**config.mk**
```make
export PLATFORM = sky130hd
export DESIGN_NAME = tube_sprite_renderer
export DESIGN_NICKNAME = d
export VERILOG_FILES = /design/src/rtl/tube_sprite_renderer.sv
export SDC_FILE = /design/constraint.sdc
export NUM_CORES = 1
export LEC_CHECK = 0
export CORE_MARGIN = 2
export CORE_UTILIZATION = 54
export DETAILED_ROUTE_END_ITERATION = 10
export PLACE_DENSITY = 0.84
export SKIP_CTS_REPAIR_TIMING = 1
export SLEW_MARGIN = 20
export SYNTH_ARGS = -nofsm -noshare
export SYNTH_HDL_FRONTEND = slang
export SYNTH_SLANG_ARGS = --single-unit
```
**constraint.sdc**
```tcl
create_clock -name Clk -period 5.7 [get_ports Clk]
set_input_delay 1.14 -clock Clk [delete_from_list [all_inputs] [get_ports Clk]]
set_output_delay 1.14 -clock Clk [all_outputs]
set_load 0.01 [all_outputs]
```
**src/rtl/tube_sprite_renderer.sv**
```systemverilog
// Tube sprite renderer: 57x61 box hit test, sprite ROM addressing, transparency; optional mirror via TUBE_HFLIP_EN.
// Latency 3 cycles (stage 1, ROM/stage 2, output), one pixel per clock, never stalls.
module tube_sprite_renderer (
    input  logic        Clk,
    input  logic        Reset,
    input  logic        frame_start,
    input  logic [9:0]  tube_x,
    input  logic [9:0]  tube_y,
    input  logic        tube_en,
    input  logic        flip_h,
    input  logic [9:0]  DrawX,
    input  logic [9:0]  DrawY,
    output logic [11:0] rom_addr,
    input  logic [3:0]  rom_data,
    output logic        pixel_on,
    output logic [3:0]  palette_idx
);
    logic [9:0]  tx;
    logic [9:0]  ty;
    logic        en;
    logic        hit1;
    logic        hit2;
    logic [10:0] x_end;
    logic [10:0] y_end;
    logic        in_box;
    logic [5:0]  dx;
    logic [5:0]  dy;
    logic [5:0]  col;
    logic [11:0] addr;

    // Position/enable are frame-stable: only a frame_start edge may change them.
    always_ff @(posedge Clk or posedge Reset) begin
        if (Reset) begin
            tx <= '0;
            ty <= '0;
            en <= 1'b0;
        end else if (frame_start) begin
            tx <= tube_x;
            ty <= tube_y;
            en <= tube_en;
        end
    end

`ifdef TUBE_HFLIP_EN
    logic flip;

    always_ff @(posedge Clk or posedge Reset) begin
        if (Reset) begin
            flip <= 1'b0;
        end else if (frame_start) begin
            flip <= flip_h;
        end
    end

    assign col = flip ? (6'd56 - dx) : dx;
`else
    logic unused_flip;

    assign unused_flip = flip_h;
    assign col         = dx;
`endif

    // 11-bit box edges so a sprite near the right/bottom border never wraps to column 0.
    always_comb begin
        x_end  = {1'b0, tx} + 11'd56;
        y_end  = {1'b0, ty} + 11'd60;
        in_box = (DrawX >= tx) && ({1'b0, DrawX} <= x_end) &&
                 (DrawY >= ty) && ({1'b0, DrawY} <= y_end);
        dx     = 6'(DrawX - tx);
        dy     = 6'(DrawY - ty);
        addr   = 12'(dy) * 12'd57 + 12'(col);
    end

    always_ff @(posedge Clk or posedge Reset) begin
        if (Reset) begin
            hit1        <= 1'b0;
            rom_addr    <= '0;
            hit2        <= 1'b0;
            pixel_on    <= 1'b0;
            palette_idx <= '0;
        end else begin
            hit1        <= in_box && en;
            rom_addr    <= (in_box && en) ? addr : 12'd0;
            hit2        <= hit1;
            pixel_on    <= hit2 && (rom_data != 4'd0);
            palette_idx <= (hit2 && (rom_data != 4'd0)) ? rom_data : 4'd0;
        end
    end
endmodule

```
==> metrics.md <==
| Metric | Value |
|---|---|
| Gpl congestion | `0.873` |
| Part of the power in registers | `around 17%` |
| Pleak | `approximately 2.3 nW` |
| Final Hold Viols | `0` |
| Initial cell density of the core | `between 50% and 60%` |
| DP Wirelength | `5.86 mm` |
| Warnings from Yosys | `0` |
| Worst-path fanout max | `5` |
| Critical Path AT | `between 5 and 6 ns` |
| Clk sinks | `40` |
| Die Span Y | `about 86 um` |
| EDFF count, synth | `0` |
| Power Total | `0.00195 W` |
| Share of cells above drive strength 1 | `8.28%` |
| Fill count | `490` |
| Largest net degree at the start of global routing | `41` |
| Layout Area Growth over Synthesis | `25.7%` |
| Total GRT Usage | `20.6%` |
| TritonCTS clock tree | `built` |
| WL final | `7.18 mm` |
| Clock power share | `13.7%` |
| Largest cells by area after synthesis | `dfrtp_1 (28%), ha_1 (25%), xnor2_1 (4.8%)` |
| Commonest non-fill, non-tap cell in the layout | `ha_1` |
| First-pass GRT wire length | `12.4 mm` |
| Rows | `29` |
| Worst setup EP type | `flop` |
| CTS Buf Count | `5` |
| Longest Clk Path Bufs | `2` |
| Post-DP Area | `4420 um2` |
| Vias post-DR | `2875` |
| Synth Instances | `372` |
| Vias per cell | `5.49` |
| #FFs+latches synth | `40` |
| Clk Tree Root Cell | `clkbuf_8` |
| Initial antenna violation count | `0` |
| Psw | `around 0.00079 W` |
| Non-Filler Instances | `524` |
| Final setup viols | `0` |
| Combinational fraction of design power | `69.4%` |
| Max-cap violations | `0` |
| Vias in the first global route | `about 2800` |
| Status | `finished clean` |
| Sw frac | `approximately two fifths` |
| Initial DRC Count | `between 100 and 150` |
| Top-area cell type share of the netlist area | `between 20% and 30%` |
| Layout Nets | `576` |
| I/O Buffers | `64` |
| Async S/R FF share, synth | `100%` |
| Final cycle utilization of the critical path | `95.7%` |
| Synth Area per Inst | `9.77 um2` |
| Reg clk slew, reported paths | `0.07 ns` |
| Non-Filler Cell Area, Final | `~4600 um2` |
| Post-synth top flop | `dfrtp_1` |
| Slew at the pin closest to its max-slew limit | `0.710 ns` |
| DR DRC count | `0` |
| Peak supply drop | `slightly above 0.3 mV` |
| Sequential cell area | `1000 um2` |
| Final Util | `just over 70%` |
| Overflow after GRT | `0` |
| Pint | `between 0.001 and 0.0015 W` |
| Leading area contributor after synthesis | `dfrtp_1` |
| Drt first pass iters | `4` |
| Crit path required time | `5.92 ns` |
| Post-route ant nets | `0` |
| Slew headroom | `52.6%` |
| Sequential-to-total area share from yosys stat | `27.5%` |
| Placed Instances | `517` |
| Post-Syn Nets | `501` |
| Yosys cell types | `54` |
| Core Region | `between 6000 and 7000 um2` |
| Die area | `7410 um2` |
| Fin crit period | `5.45 ns` |
| Drt wl/cell | `approximately 14 um` |
| Area of the multi-input gates | `about 2500 um2` |
| Achievable frequency | `183 MHz` |
| H-tree Lvls | `2` |
| Pwr dens | `427 nW/um2` |
| Slew Limit Fails | `0` |
| Most frequent cells in the layout | `ha_1 (72), clkdlybuf4s50_1 (64), inv_1 (44), dfrtp_1 (40), nand2_1 (32)` |
| Top Ports | `66` |
| Crit Path Class | `input port to flop` |
| Antenna cells | `0` |
| Clock Latency Late Sink | `just under 0.3 ns` |
| Worst Setup Slack post-DPL | `-0.144 ns` |
| Clk_skew | `between 0.005 and 0.006 ns` |
| Die Span X | `86.1 um` |
| CP Launch Type | `input port` |
| Synth Cell Area | `3640 um2` |
| Worst min path class | `flop to flop` |
| Final worst slack | `roughly 0.25 ns` |
-- sequential cells by signal, summed over array words and instances, names as in the netlist --
register	flops
rom_addr	12
en	1
hit2	1
pixel_on	1
tx	10
ty	10
palette_idx	4
hit1	1
-- routing by layer --
layer / global-route usage [%] / vias to the layer above / share of wire, %
li1: - / 1462 / -
met1: 27.2 / 1356 / 46
met2: 35.1 / 45 / 50
met3: 2.98 / 12 / 2.4
met4: 6.35 / 0 / 1.4
met5: 0 / - / 0
-- path summary, 6_finish.rpt --
kind | from | to | slack, ns | cells past startpoint
max in group asynchronous | Reset | palette_idx[2]$_DFF_PP0_ | 4.09 | 3
hold / removal | hit1$_DFF_PP0_ | hit2$_DFF_PP0_ | 0.35 | 0
min in group asynchronous | Reset | tx[8]$_DFFE_PP0P_ | 1.26 | 3
setup / recovery | DrawY[0] | rom_addr[11]$_DFF_PP0_ | 0.25 | 18
hold reg to reg | hit1$_DFF_PP0_ | hit2$_DFF_PP0_ | 0.35 | 0
setup reg to reg | ty[0]$_DFFE_PP0P_ | rom_addr[11]$_DFF_PP0_ | 1.16 | 16
-- through the flow --
| step | hold WS [ns] | TNS [ns] |
|---|---|---|
| 2_1_floorplan | 0.331 | 0 |
| 3_3_place_gp | 0.333 | -0.141 |
| 3_5_place_dp | 0.335 | -0.218 |
| 4_1_cts | 0.351 | 0 |
| 5_1_grt | 0.360 | -0.00937 |
| 6_report | 0.351 | 0 |
-- area by class of cell --
type	instances	area share (%)
Multi-Input combinational cell	283	54.1
Clock buffer	5	1.51
Tap cell	77	2.11
Timing Repair Buffer	73	15.5
Clock inverter	2	1.31
Inverter	44	3.61
Sequential cell	40	21.9
-- worst max-delay path: stages --
cell             delay (ns)
clkdlybuf4s50_1        0.45
inv_1                  0.04
ha_1                   0.20
inv_1                  0.07
fa_2                   0.46
inv_1                  0.11
fa_1                   0.43
fa_1                   0.51
inv_1                  0.04
ha_1                   0.30
fa_1                   0.49
ha_1                   0.32
buf_4                  0.16
o2111ai_1              0.15
a31oi_2                0.17
o22ai_2                0.12
xnor3_1                0.40
nor2b_1                0.11
-- power groups by stage --
stage | logic, W | clock network (W) | registers [W]
after floorplan | 0.000987 | 0 | 0.000341
after global placement | 0.00127 | 0 | 0.000335
after detailed placement | 0.00132 | 0 | 0.000335
after CTS | 0.00134 | 0.000274 | 0.000330
after global routing | 0.00156 | 0.000289 | 0.000333
final | 0.00135 | 0.000267 | 0.000330
-- kinds of logic (layout without fill, tap and decap cells) --
family                   count (synthesis)  in the layout  synth area share, %
multiplexers                             3              3                0.929
AND/OR/NAND/NOR                         90             90                 13.5
XOR/XNOR                                25             25                 6.61
buffers and inverters                   49            124                 5.16
AO/OA/AOI/OAI                           85             85                 17.1
adder cells (fa/ha/maj)                 80             80                 29.2
flip-flops                              40             40                 27.5
-- synth_stat cells (2+ instances only) --
library cell and count:
ha_1 72, inv_1 44, dfrtp_1 40, nand2_1 32, o21ai_0 26, xnor2_1 20
a21o_1 12, a21oi_1 10, nor2_1 9, and2_1 8, fa_1 8, nand3_1 7
nor2b_1 7, nor3_1 7, a211oi_1 6, o21a_1 6, clkbuf_1 4, a21o_2 3
and3b_1 3, mux2_2 3, nand4_1 3, xor2_1 3, a221o_1 2, and3_1 2
nand2b_1 2, nor3b_2 2, o2111ai_1 2, o211ai_1 2, or3_1 2
No activity file was read; power rests on OpenSTA's default activity.
